<file path="src/rtl/btn_input_ctrl_pkg.sv">
// Shared register map and bit positions for the button input peripheral.
package btn_input_ctrl_pkg;

    // Word-aligned register select taken from addr[3:2].
    typedef enum logic [1:0] {
        REG_LEVEL  = 2'd0,
        REG_STATUS = 2'd1,
        REG_EVENT  = 2'd2,
        REG_RSVD   = 2'd3
    } reg_sel_e;

    localparam int STAT_NONEMPTY_BIT = 0;
    localparam int STAT_FULL_BIT     = 1;
    localparam int STAT_OVF_BIT      = 2;
    localparam int STAT_OCC_LSB      = 8;
    localparam int STAT_OCC_W        = 5;

    localparam int EVT_VALID_BIT = 31;
    localparam int EVT_IDX_W     = 3;

    function automatic reg_sel_e decode_addr(input logic [3:0] addr);
        return reg_sel_e'(addr[3:2]);
    endfunction

endpackage

</file>
<file path="src/rtl/btn_input_ctrl_if.sv">
// CPU load/store port and interrupt line of the button peripheral.
interface btn_input_ctrl_if;
    logic        sel;
    logic        we;
    logic [3:0]  addr;
    logic [31:0] wdata;
    logic [31:0] rdata;
    logic        irq;

    modport master (output sel, we, addr, wdata, input rdata, irq);
    modport slave  (input sel, we, addr, wdata, output rdata, irq);
endinterface

</file>
<file path="src/rtl/btn_debounce.sv">
// One button: two-flop synchronizer, debounce counter, debounced level and
// a single-cycle press strobe on the released->pressed transition.
module btn_debounce #(
    parameter int DEBOUNCE_CYCLES = 1
) (
    input  logic clk,
    input  logic rst_n,
    input  logic btn_n,
    output logic level,
    output logic press
);

    logic        sync1_reg, sync2_reg;
    logic        level_reg, level_next;
    logic [15:0] cnt_reg, cnt_next;
    logic        sample;

    // Pins are active-low; internally 1 means pressed.
    assign sample = ~sync2_reg;

    always_comb begin
        cnt_next   = cnt_reg;
        level_next = level_reg;
        if (sample == level_reg) begin
            cnt_next = '0;
        end else if (cnt_reg + 16'd1 == 16'(DEBOUNCE_CYCLES)) begin
            level_next = sample;
            cnt_next   = '0;
        end else begin
            cnt_next = cnt_reg + 16'd1;
        end
    end

    always_ff @(posedge clk or negedge rst_n) begin
        if (!rst_n) begin
            sync1_reg <= 1'b1;
            sync2_reg <= 1'b1;
            level_reg <= 1'b0;
            cnt_reg   <= '0;
        end else begin
            sync1_reg <= btn_n;
            sync2_reg <= sync1_reg;
            level_reg <= level_next;
            cnt_reg   <= cnt_next;
        end
    end

    assign level = level_reg;
    // Strobe in the cycle the level is about to become pressed, so the
    // pending flag lands together with the level change.
    assign press = level_next & ~level_reg;

endmodule

</file>
<file path="src/rtl/btn_input_ctrl.sv">
// Memory-mapped button peripheral: per-button debounce, press-event
// arbiter and event FIFO drained by CPU loads.
module btn_input_ctrl
    import btn_input_ctrl_pkg::*;
#(
    parameter int NUM_BTNS        = 2,
    parameter int DEBOUNCE_CYCLES = 1,
    parameter int FIFO_DEPTH      = 4
) (
    input  logic                clk,
    input  logic                rst_n,
    input  logic [NUM_BTNS-1:0] btn_n,
    btn_input_ctrl_if.slave     bus
);

    localparam int PTR_W = $clog2(FIFO_DEPTH);
    localparam int OCC_W = STAT_OCC_W;

    logic [NUM_BTNS-1:0] level;
    logic [NUM_BTNS-1:0] press;

    generate
        for (genvar gi = 0; gi < NUM_BTNS; gi++) begin : g_btn
            btn_debounce #(
                .DEBOUNCE_CYCLES(DEBOUNCE_CYCLES)
            ) u_debounce (
                .clk   (clk),
                .rst_n (rst_n),
                .btn_n (btn_n[gi]),
                .level (level[gi]),
                .press (press[gi])
            );
        end
    endgenerate

    logic [NUM_BTNS-1:0]  pending_reg, pending_next;
    logic [NUM_BTNS-1:0]  grant_onehot;
    logic [EVT_IDX_W-1:0] grant_idx;
    logic                 grant_valid;

    logic [EVT_IDX_W-1:0] mem [FIFO_DEPTH];
    logic [PTR_W-1:0]     wr_ptr_reg, wr_ptr_next;
    logic [PTR_W-1:0]     rd_ptr_reg, rd_ptr_next;
    logic [OCC_W-1:0]     occ_reg, occ_next;
    logic                 ovf_reg, ovf_next;
    logic [31:0]          rdata_reg, rdata_next;
    logic                 irq_reg;

    logic     rd_req, wr_req, empty, full, pop, push_ok, drop, ovf_clr;
    reg_sel_e rsel;

    // Lowest index wins: scan from the top so the last hit is the lowest.
    always_comb begin
        grant_valid  = 1'b0;
        grant_idx    = '0;
        grant_onehot = '0;
        for (int i = NUM_BTNS - 1; i >= 0; i--) begin
            if (pending_reg[i]) begin
                grant_valid  = 1'b1;
                grant_idx    = EVT_IDX_W'(i);
                grant_onehot = '0;
                grant_onehot[i] = 1'b1;
            end
        end
    end

    assign rd_req  = bus.sel & ~bus.we;
    assign wr_req  = bus.sel & bus.we;
    assign rsel    = decode_addr(bus.addr);
    assign empty   = (occ_reg == '0);
    assign full    = (occ_reg == OCC_W'(FIFO_DEPTH));
    assign pop     = rd_req && (rsel == REG_EVENT) && !empty;
    // A pop in the same cycle frees the slot, so a push into a full FIFO
    // still succeeds then.
    assign push_ok = grant_valid && (!full || pop);
    assign drop    = grant_valid && full && !pop;
    assign ovf_clr = wr_req && (rsel == REG_STATUS) && bus.wdata[STAT_OVF_BIT];

    // A press arriving while its flag is being granted must not be lost.
    assign pending_next = (pending_reg & ~grant_onehot) | press;
    assign wr_ptr_next  = push_ok ? wr_ptr_reg + PTR_W'(1) : wr_ptr_reg;
    assign rd_ptr_next  = pop ? rd_ptr_reg + PTR_W'(1) : rd_ptr_reg;
    assign ovf_next     = drop ? 1'b1 : (ovf_clr ? 1'b0 : ovf_reg);

    always_comb begin
        occ_next = occ_reg;
        if (push_ok && !pop) begin
            occ_next = occ_reg + OCC_W'(1);
        end else if (pop && !push_ok) begin
            occ_next = occ_reg - OCC_W'(1);
        end
    end

    always_comb begin
        rdata_next = '0;
        if (rd_req) begin
            case (rsel)
                REG_LEVEL: rdata_next[NUM_BTNS-1:0] = level;
                REG_STATUS: begin
                    rdata_next[STAT_NONEMPTY_BIT]          = !empty;
                    rdata_next[STAT_FULL_BIT]              = full;
                    rdata_next[STAT_OVF_BIT]               = ovf_reg;
                    rdata_next[STAT_OCC_LSB +: STAT_OCC_W] = occ_reg;
                end
                REG_EVENT: begin
                    if (!empty) begin
                        rdata_next[EVT_VALID_BIT]   = 1'b1;
                        rdata_next[EVT_IDX_W-1:0]   = mem[rd_ptr_reg];
                    end
                end
                default: rdata_next = '0;
            endcase
        end
    end

    // Event storage carries no reset; only entries below occupancy are read.
    always_ff @(posedge clk) begin
        if (push_ok) begin
            mem[wr_ptr_reg] <= grant_idx;
        end
    end

    always_ff @(posedge clk or negedge rst_n) begin
        if (!rst_n) begin
            pending_reg <= '0;
            wr_ptr_reg  <= '0;
            rd_ptr_reg  <= '0;
            occ_reg     <= '0;
            ovf_reg     <= 1'b0;
            rdata_reg   <= '0;
            irq_reg     <= 1'b0;
        end else begin
            pending_reg <= pending_next;
            wr_ptr_reg  <= wr_ptr_next;
            rd_ptr_reg  <= rd_ptr_next;
            occ_reg     <= occ_next;
            ovf_reg     <= ovf_next;
            rdata_reg   <= rdata_next;
            irq_reg     <= (occ_next != '0);
        end
    end

    assign bus.rdata = rdata_reg;
    assign bus.irq   = irq_reg;

    // Write data bits other than the overflow clear and the byte offset
    // bits have no function in this block.
    logic unused_bits;
    assign unused_bits = ^{bus.wdata[31:3], bus.wdata[1:0], bus.addr[1:0]};

endmodule

</file>
<file path="src/flat_wrapper.sv">
// flat-port wrapper written by rule: the top's interface ports become plain ports
module btn_input_ctrl_flat import btn_input_ctrl_pkg::*;
#(
    parameter int NUM_BTNS        = 2,
    parameter int DEBOUNCE_CYCLES = 1,
    parameter int FIFO_DEPTH      = 4
)
  (clk, rst_n, btn_n, bus_sel, bus_we, bus_addr, bus_wdata, bus_rdata, bus_irq);
  btn_input_ctrl_if bus_i ();
  input  logic clk;
  input  logic rst_n;
  input  logic [NUM_BTNS-1:0] btn_n;
  input wire logic [$bits(bus_i.sel)-1:0] bus_sel;
  input wire logic [$bits(bus_i.we)-1:0] bus_we;
  input wire logic [$bits(bus_i.addr)-1:0] bus_addr;
  input wire logic [$bits(bus_i.wdata)-1:0] bus_wdata;
  output wire logic [$bits(bus_i.rdata)-1:0] bus_rdata;
  output wire logic [$bits(bus_i.irq)-1:0] bus_irq;
  assign bus_i.sel = bus_sel;
  assign bus_i.we = bus_we;
  assign bus_i.addr = bus_addr;
  assign bus_i.wdata = bus_wdata;
  assign bus_rdata = bus_i.rdata;
  assign bus_irq = bus_i.irq;
  btn_input_ctrl #(.NUM_BTNS(NUM_BTNS), .DEBOUNCE_CYCLES(DEBOUNCE_CYCLES), .FIFO_DEPTH(FIFO_DEPTH)) u_core (.clk(clk), .rst_n(rst_n), .btn_n(btn_n), .bus(bus_i));
endmodule
</file>
<file path="config.mk">
export PLATFORM = sky130hd
export DESIGN_NAME = btn_input_ctrl_flat
export DESIGN_NICKNAME = d
export VERILOG_FILES = /design/src/rtl/btn_input_ctrl_pkg.sv /design/src/rtl/btn_input_ctrl_if.sv /design/src/rtl/btn_debounce.sv /design/src/rtl/btn_input_ctrl.sv /design/src/flat_wrapper.sv
export SDC_FILE = /design/constraint.sdc
export NUM_CORES = 1
export LEC_CHECK = 0
export CAP_MARGIN = 5
export CORE_MARGIN = 2
export CORE_UTILIZATION = 50
export DETAILED_ROUTE_END_ITERATION = 7
export DONT_BUFFER_PORTS = 1
export PLACE_DENSITY = 0.74
export SYNTH_ARGS = -nofsm -noshare
export SYNTH_HDL_FRONTEND = slang
export SYNTH_HIERARCHICAL = 1
export SYNTH_SLANG_ARGS = --single-unit
</file>
<file path="constraint.sdc">
create_clock -name clk -period 2.7 [get_ports clk]
set_clock_uncertainty 0.05 [all_clocks]
set_input_delay 0.135 -clock clk [delete_from_list [all_inputs] [get_ports clk]]
set_output_delay 0.135 -clock clk [all_outputs]
set_load 0.01 [all_outputs]
</file>
* Word-level counts from Yosys, hierarchy flattened
Memory sizes are Yosys's and may differ from the RTL's.
Index checks and enable logic that the tools add are counted.
** Storage, ports and cells
- Word-level logic and storage cells :: 86
- Memories :: 1
- Output and inout bits :: 33
- Bits in writable memories :: 4
- Bits of input ports :: 42
- Bits in registers :: 83
** Memory list
- u_core.mem :: words 4, width 1, read ports 1, clocked after memory_dff 0, wr ports 1, line btn_input_ctrl.sv:41 : logic [EVT_IDX_W-1:0] mem [FIFO_DEPTH];
** Operators by class
- Equal/unequal tests :: 7
- Reduce and logical (&&, ||, !) cells :: 18
- Add/sub/neg operators :: 6
- Bitwise gates (word level) :: 12
- Mux-type cells :: 27
** Operators with widths (number)
- $mux 16 :: 4
- $add 16x1->16 const B :: 2
- $eq 16x1->1 const B :: 2
- $mux 32 :: 1
- $mux 5 :: 3
- $mux 1 :: 14
- $logic_and 1x1->1 :: 9
- $pmux 2 s3 :: 1
- $add 5x1->5 const B :: 1
- $eq 5x3->1 const B :: 1
- $logic_not 5->1 :: 1
- $not 1->1 :: 5
- $reduce_bool 5->1 :: 1
- $sub 5x1->5 const B :: 1
- $add 2x1->2 const B :: 2
- $and 1x1->1 :: 4
- $logic_not 1->1 :: 4
- $mux 2 :: 2
- $mux 3 :: 1
- $and 2x2->2 :: 1
- $eq 1x1->1 :: 2
- $eq 2x1->1 const B :: 1
- $eq 2x2->1 const B :: 1
- $logic_not 2->1 :: 1
- other kinds (5) :: 5

* Depth between registers and ports, before layout
Gate-level depths: netlist of run 1.
- Depth after elaboration :: 11
- Mapped depth :: 8
- Mapped depth without buffers :: 8

* Cells and area by module
Netlist of run 1, hierarchy kept.
** Modules (own cells, without submodules)
- btn_debounce :: cells an instance 119, seq. area each 478.0 sq um, times used 2, area an instance 1116.1 sq um
- btn_input_ctrl :: cells an instance 142, seq. area each 670.6 sq um, times used 1, area an instance 1487.7 sq um

* Least setup slack after synthesis of run 1
No wires, ideal clock.
- Path kind :: register to register
- Start :: register u_core.g_btn[0].u_debounce.cnt_reg[0]
- End :: register u_core.g_btn[0].u_debounce.cnt_reg[1]
- Arrival :: 2.414 ns
- Setup slack :: 0.116 ns
- Period minus slack after synthesis :: 2.584 ns
- Cell stages (with the launch flop) :: 8
- Data required time :: 2.530 ns
- Setup time :: 0.120 ns
- Path buffers :: 0
- Cells stage by stage :: dfrtp_1 -> ha_1 -> nand4_1 -> or4_1 -> mux2i_1 -> a211o_1 -> or4_4 -> and3_1
** On the way
- Word-level cells in the longest chain between the ends :: 4
** RTL lines
- from (decl) :: line btn_debounce.sv:15 : logic [15:0] cnt_reg, cnt_next;
- from (signal assigned) :: line btn_debounce.sv:44 : cnt_reg <= cnt_next;
- $add 16x1->16 (*) :: line btn_debounce.sv:26, btn_debounce.sv:30
- $eq 16x1->1 :: line btn_debounce.sv:26 : end else if (cnt_reg + 16'd1 == 16'(DEBOUNCE_CYCLES)) begin
- $mux 16 (*) :: line btn_debounce.sv:26
- $mux 16 (*) :: line btn_debounce.sv:24 : if (sample == level_reg) begin
- named net u_core.g_btn[0].u_debounce.cnt_next[1] :: line btn_debounce.sv:15
The timed path passes the listed nets; every way through them passes the cells marked *.
A chain may end at the register's enable or synchronous reset.

* Worst setup path in the final report of run 1
- Start :: register u_core.g_btn[1].u_debounce.cnt_reg[7]
- End :: register u_core.pending_reg[1]
** On the way
- Word-level cells in the longest chain between the ends :: 6
** RTL lines
- from (decl) :: line btn_debounce.sv:15
- from (signal assigned) :: line btn_debounce.sv:44
- $add 16x1->16 :: line btn_debounce.sv:26
- $eq 16x1->1 :: line btn_debounce.sv:26
- $mux 1 :: line btn_debounce.sv:26
- $mux 1 :: line btn_debounce.sv:24
- $and 1x1->1 :: line btn_debounce.sv:51 : assign press = level_next & ~level_reg;
- named net u_core.press[1] :: line btn_input_ctrl.sv:20 : logic [NUM_BTNS-1:0] press;
- $or 2x2->2 :: line btn_input_ctrl.sv:80 : assign pending_next = (pending_reg & ~grant_onehot) | press;
- named net u_core.pending_next[1] :: line btn_input_ctrl.sv:36 : logic [NUM_BTNS-1:0] pending_reg, pending_next;
- to (signal assigned) :: line btn_input_ctrl.sv:133 : pending_reg <= pending_next;
- to (decl) :: line btn_input_ctrl.sv:36
The timed path passes the listed nets, and every way through them passes these cells.

==> results of run 1 <==
==> where the power goes <==
| part | leakage, nW | internal [mW] | switching (mW) |
|---|---|---|---|
| registers | 0.828 | 1.07 | 0.141 |
| clock network | 0.118 | 0.610 | 0.365 |
| logic | 0.852 | 0.204 | 0.233 |
| total | 1.80 | 1.89 | 0.738 |
==> synth_stat cells, types with 3 or more instances <==
library cell,count
a21oi_1,6
and2_1,13
and3_1,4
buf_1,3
buf_2,10
buf_4,25
dfrtp_1,56
dfstp_2,4
edfxtp_1,4
ha_1,11
inv_1,19
mux2i_1,6
nand2_1,14
nand3_1,21
nand4_1,13
nand4bb_1,3
nor2_1,49
nor3_1,6
nor3b_1,6
nor4_1,4
o21ai_0,6
o31a_1,4
or3_1,3
or4_1,5
xnor2_1,22
xor2_1,17
==> metal layers <==
| metal | track usage | part of all wire | wire length, um |
|---|---|---|---|
| met5 | 0 | 0 | 0 |
| met4 | 0.0692 | 0.011 | 76 |
| met3 | 0.0359 | 0.031 | 212 |
| met2 | 0.290 | 0.50 | 3460 |
| met1 | 0.228 | 0.46 | 3180 |
==> final cells by class <==
cell class	count	share of cell area
Multi-Input combinational cell	279	0.442
Sequential cell	64	0.389
Timing Repair Buffer	31	0.0658
Clock buffer	10	0.0305
Tap cell	99	0.0296
Clock inverter	6	0.0257
Inverter	19	0.0171
==> cells by family (layout without fill, tap and decap cells) <==
logic type,count (synthesis),count (layout),synth area share
AND/OR/NAND/NOR,159,159,0.241
flip-flops,64,64,0.437
buffers and inverters,59,66,0.0881
AO/OA/AOI/OAI,40,40,0.0814
XOR/XNOR,39,39,0.0918
adder cells (fa/ha/maj),11,11,0.0370
multiplexers,7,7,0.0222
other,1,23,0.00101
==> worst max-delay path: stages (launching register included) <==
cell and delay (ps):
dfrtp_1 460, nand2_1 100, or4_1 590, mux2i_1 170
a211o_1 260, or4_4 560, nor3_1 210, a21o_1 110
==> through the flow <==
step                      utilization  cell area, um2
after floorplan                     -            3800
after global placement          0.531            3830
after detailed placement        0.531            3830
after CTS                       0.579            4180
after global routing            0.579            4180
final                           0.579            4180
==> timing repair <==
item | 4_1_cts | 5_1_grt
buffers inserted | 0 | 0
hold buffers | 10 | 0
endpoints found under the hold margin | 65 | 0
==> how the worst max path moves through the flow <==
stage	startpoint	to	depth (start not counted)
after global placement	u_core/g_btn[0].u_debounce/cnt_reg[0]$_DFF_PN0_	u_core/g_btn[0].u_debounce/cnt_reg[1]$_DFF_PN0_	7
after detailed placement	u_core/g_btn[0].u_debounce/cnt_reg[10]$_DFF_PN0_	u_core/g_btn[0].u_debounce/cnt_reg[1]$_DFF_PN0_	6
after CTS	u_core/g_btn[0].u_debounce/cnt_reg[10]$_DFF_PN0_	u_core/g_btn[0].u_debounce/cnt_reg[1]$_DFF_PN0_	6
after floorplan	u_core/g_btn[0].u_debounce/cnt_reg[0]$_DFF_PN0_	u_core/g_btn[0].u_debounce/cnt_reg[1]$_DFF_PN0_	7
after global routing	u_core/g_btn[1].u_debounce/cnt_reg[0]$_DFF_PN0_	u_core/pending_reg[1]$_DFF_PN0_	9
final	u_core/g_btn[1].u_debounce/cnt_reg[7]$_DFF_PN0_	u_core/pending_reg[1]$_DFF_PN0_	7
==> impl_metrics.ini, run 1 <==
[worst_setup_path]
reg2reg_to = u_core/pending_reg[1]$_DFF_PN0_
critPathLaunchType = flip-flop
cp_data_required_time_ps = 2930
critPathKind = flip-flop to flip-flop
r2r_cells = 7
endpoint_kind = flip-flop
reg2reg_slack_ps = 130
cp.arrival_ps = 2800
cp_max_fo = 7
r2r_start = u_core/g_btn[1].u_debounce/cnt_reg[7]$_DFF_PN0_

[min_path]
min_from = bus_addr[3]
hold_end = u_core/bus.rdata[8]$_DFF_PN0_
hold_class = input pin to flip-flop
whs_path_depth = 2

[cts]
clk_root_buffer_cell = clkbuf_8
cts_num_sinks = 64
clk_pin_slew_ps = 70
cts_resized = 0
cts.path.max_buffers = 2
clk_latency_ps = 340
cts_buffers = 9
htreeDepth = 3
cts_tree = built

[timing]
max_freq_ghz = 0.389
hold_violations = 0
period_share = 0.952
layout_min_cycle_time_ps = 2570
worstMarginPinSlew_ps = 714
slew_headroom = 0.522
maxSlewViolCount = 0
finalSetupTns_ps = 0
rsz0062_at_grt = false
holdWs_ps = 24.5
setup_slack_ps = 130
setup_viol = 0

[synth]
async_flop_share = 0.938
netlist_area_um2 = 3720
postSynthAreaPerCell_um2 = 9.79
synth-edff-count = 4
synth_top_area_share = 0.377
ys_top_cells_by_area = dfrtp_1, xnor2_1, buf_4, nor2_1, xor2_1
yosysSeqAreaShare = 0.437
netlist_instances = 380
synth_area_leader_cell = dfrtp_1
post_synth_num_cell_types = 57
ys_seq_elements = 64
yosysWarningCount = 6
synthFlopType = dfrtp_1

[die]
die_y_um = 90.3
die_area_um2 = 8150
coreArea_um2 = 7210
fp.dieW_um = 90.3
initial_core_util = 0.516
io_pins = 75
core.rowCount = 31

[pwr]
design_power_total_mw = 2.63
vdd_ir_drop_max_mv = 0.515
p_per_area_nw_per_um2 = 628
power_leakage_nw = 1.80

[grt]
grt.total_usage = 0.176
grt_pass1_vias = 2557
antenna_found_initial = 0
overflow = 0
grt_start_max_net_pins = 61
grt_pass1_wl_mm = 11.8

[place]
numPortBuffers = 0
place_hpwl_mm = 4.85
gp_congestion = 0.829
dp_cells = 482
preCtsSetupSlack_ps = 168

[status]
status = finished, final reports clean

[layout]
regArea_um2 = 1630
layout_commonest_cell = dfrtp_1
multi_input_area_um2 = 1850
drive_gt1_frac = 0.130
largest_reg_flops = 32
final_nets = 457
final_cell_mix = dfrtp_1, nor2_1, conb_1, xnor2_1
n_antenna_cell = 0
fin_cells = 508
area_growth_syn_to_layout_pct = 12.4
fillers = 626

[routing]
drc = 0
drtAntennaViolNets = 0
num_vias = 2680
wl_per_cell_um = 13.6
first_iter_violations = 229
first_pass_iters = 4
viasPerCell = 5.28
drt_wl_total_mm = 6.93

[job]
maxCapViolations = 0
No activity file was read; power rests on OpenSTA's default activity.
==> run 2: changes to the inputs <==
--- a/config.mk
+++ b/config.mk
@@ -10,6 +10,7 @@
 export CORE_UTILIZATION = 50
 export DETAILED_ROUTE_END_ITERATION = 7
 export DONT_BUFFER_PORTS = 1
+export MAX_ROUTING_LAYER = met4
 export PLACE_DENSITY = 0.74
 export SYNTH_ARGS = -nofsm -noshare
 export SYNTH_HDL_FRONTEND = slang
==> run 2 against run 1 <==
Hold slack better by 2.3 ps. Largest power group unchanged. Largest cell class unchanged. Core utilization did not move. Flip-flop and latch count did not move. Combinational power about the same. Critical endpoint is now u_core/g_btn[0].u_debounce/cnt_reg[1]$_DFF_PN0_. Critical path depth decreased by 1. Final cell count is the same. Sequential power about the same.
==> impl_metrics.ini, run 2 (synthesis gave the netlist of run 1 again) <==
[grt]
antenna_found_initial = 0
grt_pass1_vias = 2561
grt_pass1_wl_mm = 11.7
overflow = 0
grt_start_max_net_pins = 61
grt.total_usage = 0.181

[cts]
cts_num_sinks = 64
clk_latency_ps = 340
cts_buffers = 9
htreeDepth = 3
cts.path.max_buffers = 2
cts_setup_buffers = 0
clk_root_buffer_cell = clkbuf_8
cts_tree = built
clk_pin_slew_ps = 70
cts_resized = 0
cts_hold_buf = 10

[worst_setup_path]
cp.arrival_ps = 2720
cp-startpoint = u_core/g_btn[0].u_debounce/cnt_reg[9]$_DFF_PN0_
r2r_cells = 6
reg2reg_to = u_core/g_btn[0].u_debounce/cnt_reg[1]$_DFF_PN0_
critPathKind = flip-flop to flip-flop
cp.buffers_inverters = 0
r2r_start = u_core/g_btn[0].u_debounce/cnt_reg[9]$_DFF_PN0_
crit_path_max_incr_delay_ps = 580
crit_end = u_core/g_btn[0].u_debounce/cnt_reg[1]$_DFF_PN0_
path_delay_family = simple AND/OR/NAND/NOR gates
cp_data_required_time_ps = 2870
critPathLaunchType = flip-flop
path_cells = nand4_1, or4_1, mux2i_1, a211o_1, or4_4, and3_1
slowest_stage = or4_1
reg2reg_slack_ps = 150
endpoint_kind = flip-flop
cp_num_cells = 6
cp_max_fo = 5

[die]
die_area_um2 = 8150
core.rowCount = 31
die_y_um = 90.3
fp.dieW_um = 90.3
io_pins = 75
initial_core_util = 0.516
coreArea_um2 = 7210

[timing]
holdWs_ps = 26.9
max_freq_ghz = 0.392
layout_min_cycle_time_ps = 2550
rsz0062_at_grt = false
setup_viol = 0
maxSlewViolCount = 0
slew_headroom = 0.493
finalSetupTns_ps = 0
period_share = 0.945
hold_violations = 0
worstMarginPinSlew_ps = 757

[routing]
viasPerCell = 5.28
first_pass_iters = 4
num_vias = 2680
drt_wl_total_mm = 6.93
drc = 0
drtAntennaViolNets = 0
wl_per_cell_um = 13.6
first_iter_violations = 202

[layout]
final_nets = 457
n_antenna_cell = 0
area_growth_syn_to_layout_pct = 12.4
layout_commonest_cell = dfrtp_1
drive_gt1_frac = 0.130
fin_area_um2 = 4180
largest_reg_flops = 32
final_cell_mix = dfrtp_1, nor2_1, conb_1, xnor2_1

[place]
placed_area_um2 = 3830
gp_congestion = 0.842
place_hpwl_mm = 4.85
numPortBuffers = 0

[pwr]
power_leakage_nw = 1.80
combPwrFrac = 0.167
p_per_area_nw_per_um2 = 627
p_int_mw = 1.89
vdd_ir_drop_max_mv = 0.511
swShare = 0.280
clockPowerShare = 0.371
seqPwrFrac = 0.462
power_switching_mw = 0.734

[job]
maxCapViolations = 0

[min_path]
hold_class = input pin to flip-flop

[status]
status = finished, final reports clean
==> run 2: layout make-up <==
| class | instances | area, um2 |
|---|---|---|
| Clock inverter | 6 | 108 |
| Multi-Input combinational cell | 279 | 1850 |
| Fill cell | 626 | 3030 |
| Clock buffer | 10 | 128 |
| Inverter | 19 | 71.3 |
| Sequential cell | 64 | 1630 |
| Timing Repair Buffer | 31 | 275 |
| Tap cell | 99 | 124 |
==> run 2: through the flow <==
| stage | setup slack (ps) | power, mW | util | instances |
|---|---|---|---|---|
| after floorplan | 116 | 1.56 | - | 402 |
| after global placement | 222 | 1.60 | 0.531 | 482 |
| after detailed placement | 168 | 1.63 | 0.531 | 482 |
| after CTS | 145 | 2.65 | 0.579 | 508 |
| after global routing | 31.0 | 2.76 | 0.579 | 508 |
| final | 149 | 2.62 | 0.579 | 508 |
==> run 2: routing by layer <==
metal / track usage / wire (um) / up-vias
met2: 0.291 / 3510 / 52
met5: - / 0 / -
met1: 0.227 / 3120 / 1307
met4: 0.0692 / 75 / 0
li1: - / - / 1315
met3: 0.0359 / 218 / 6
==> run 2: worst min path at each step <==
stage | from | to | cells past startpoint | slack [ps]
after floorplan | rst_n | u_core/bus.irq$_DFF_PN0_ | 0 | -210
after global placement | rst_n | u_core/g_btn[1].u_debounce/cnt_reg[13]$_DFF_PN0_ | 0 | -210
after detailed placement | rst_n | u_core/g_btn[1].u_debounce/cnt_reg[13]$_DFF_PN0_ | 0 | -210
after CTS | bus_addr[3] | u_core/bus.rdata[8]$_DFF_PN0_ | 2 | 3
after global routing | bus_addr[3] | u_core/bus.rdata[8]$_DFF_PN0_ | 2 | 30
final | bus_addr[3] | u_core/bus.rdata[8]$_DFF_PN0_ | 2 | 30
==> run 2: power by group through the flow <==
stage / clock (mW) / sequential (mW) / combinational [mW]
floorplan: 0 / 1.18 / 0.377
global placement: 0 / 1.22 / 0.383
detailed placement: 0 / 1.23 / 0.400
CTS: 0.999 / 1.21 / 0.437
global route: 1.04 / 1.23 / 0.494
finish: 0.973 / 1.21 / 0.437
==> run 3: changes to the inputs <==
--- a/config.mk
+++ b/config.mk
@@ -12,6 +12,7 @@
 export DONT_BUFFER_PORTS = 1
 export MAX_ROUTING_LAYER = met4
 export PLACE_DENSITY = 0.74
+export RECOVER_POWER = 25
 export SYNTH_ARGS = -nofsm -noshare
 export SYNTH_HDL_FRONTEND = slang
 export SYNTH_HIERARCHICAL = 1
==> run 3 against run 2 <==
Fmax stayed put. Non-clock buffer count did not move. Sequential power about the same. Critical path depth unchanged. Total power shrank 0.17%. Global-route usage is the same. Via count did not move. Flip-flop and latch count is the same. Clock power about the same. Critical endpoint unchanged.
==> impl_metrics.ini, run 3 (synthesis gave the netlist of run 1 again) <==
[status]
status = finished, final reports clean

[place]
place_hpwl_mm = 4.85
numPortBuffers = 0
gp_congestion = 0.842
placed_area_um2 = 3830
preCtsSetupSlack_ps = 168

[grt]
grt_start_max_net_pins = 61
overflow = 0
grt_pass1_vias = 2561
antenna_found_initial = 0
grt.total_usage = 0.181
grt_pass1_wl_mm = 11.7

[worst_setup_path]
endpoint_kind = flip-flop
cp_data_required_time_ps = 2870
cp_num_cells = 6
slowest_stage = or4_1
critPathKind = flip-flop to flip-flop
crit_path_max_incr_delay_ps = 580
cp.buffers_inverters = 0
reg2reg_to = u_core/g_btn[0].u_debounce/cnt_reg[1]$_DFF_PN0_
path_cells = nand4_1, or4_1, mux2i_1, a211o_1, or4_4, and3_1
path_delay_family = simple AND/OR/NAND/NOR gates
r2r_cells = 6
critPathLaunchType = flip-flop
reg2reg_slack_ps = 150
cp_max_fo = 5
r2r_start = u_core/g_btn[0].u_debounce/cnt_reg[9]$_DFF_PN0_
crit_end = u_core/g_btn[0].u_debounce/cnt_reg[1]$_DFF_PN0_
cp.arrival_ps = 2720
cp-startpoint = u_core/g_btn[0].u_debounce/cnt_reg[9]$_DFF_PN0_

[timing]
max_freq_ghz = 0.392
slew_headroom = 0.0507
rsz0062_at_grt = false
hold_violations = 0
worstMarginPinSlew_ps = 1420
maxSlewViolCount = 0
finalSetupTns_ps = 0
setup_viol = 0
setup_slack_ps = 149
period_share = 0.945
layout_min_cycle_time_ps = 2550

[routing]
first_pass_iters = 4
first_iter_violations = 202
drc = 0
viasPerCell = 5.28
wl_per_cell_um = 13.6
num_vias = 2680
drtAntennaViolNets = 0
drt_wl_total_mm = 6.92

[layout]
final_cell_mix = dfrtp_1, nor2_1, conb_1, xnor2_1
final_util = 0.576
largest_reg_flops = 32
fillers = 629
final_nets = 457
fin_area_um2 = 4160
drive_gt1_frac = 0.130
area_growth_syn_to_layout_pct = 11.8
layout_commonest_cell = dfrtp_1
multi_input_area_um2 = 1850
n_antenna_cell = 0
regArea_um2 = 1630

[cts]
clk_latency_ps = 340
cts.path.max_buffers = 2
cts_tree = built
cts_resized = 0
htreeDepth = 3
clk_root_buffer_cell = clkbuf_8
cts_hold_buf = 10
cts_num_sinks = 64
cts_buffers = 9
clk_pin_slew_ps = 70
cts_setup_buffers = 0

[die]
fp.dieW_um = 90.3
core.rowCount = 31
die_area_um2 = 8150
die_y_um = 90.3
initial_core_util = 0.516
io_pins = 75
coreArea_um2 = 7210

[job]
maxCapViolations = 0

[min_path]
hold_class = input pin to flip-flop

[pwr]
p_per_area_nw_per_um2 = 630
vdd_ir_drop_max_mv = 0.511
power_leakage_nw = 1.79
run 3: cell count changes in the layout (fill, tap and decap cells not counted):
cell,before,now
clkbuf_2,0,1
buf_16,1,0
run 3: layout make-up:
| type | count | share of cell area |
|---|---|---|
| Sequential cell | 64 | 0.391 |
| Clock buffer | 10 | 0.0307 |
| Tap cell | 99 | 0.0298 |
| Inverter | 19 | 0.0172 |
| Multi-Input combinational cell | 279 | 0.444 |
| Timing Repair Buffer | 31 | 0.0608 |
| Clock inverter | 6 | 0.0259 |
run 3: where the power goes:
part / switching [mW] / internal, mW / leakage [nW]
clock network: 0.362 / 0.610 / 0.118
logic: 0.232 / 0.201 / 0.843
registers: 0.139 / 1.07 / 0.828
run 3: worst min-delay path by stage:
| stage | endpoint | start | depth (start not counted) | slack, ps |
|---|---|---|---|---|
| after floorplan | u_core/bus.irq$_DFF_PN0_ | rst_n | 0 | -210 |
| after global placement | u_core/g_btn[1].u_debounce/cnt_reg[13]$_DFF_PN0_ | rst_n | 0 | -210 |
| after detailed placement | u_core/g_btn[1].u_debounce/cnt_reg[13]$_DFF_PN0_ | rst_n | 0 | -210 |
| after CTS | u_core/bus.rdata[8]$_DFF_PN0_ | bus_addr[3] | 2 | 3 |
| after global routing | u_core/bus.rdata[8]$_DFF_PN0_ | bus_addr[3] | 2 | 30 |
| final | u_core/bus.rdata[8]$_DFF_PN0_ | bus_addr[3] | 2 | 30 |
run 3: layer usage:
| layer | track usage | vias up | wire length (um) |
|---|---|---|---|
| met5 | - | - | 0 |
| met4 | 0.0692 | 0 | 75 |
| met3 | 0.0359 | 6 | 218 |
| met2 | 0.291 | 52 | 3510 |
| met1 | 0.227 | 1307 | 3120 |
| li1 | - | 1315 | - |
run 3: metrics by stage:
| stage | hold WS, ps | power (mW) | instances |
|---|---|---|---|
| after CTS | 3.23 | 2.65 | 508 |
| after floorplan | -211 | 1.56 | 402 |
| final | 26.9 | 2.62 | 508 |
| after global routing | 25.7 | 2.75 | 508 |
| after detailed placement | -208 | 1.63 | 482 |
| after global placement | -208 | 1.60 | 482 |
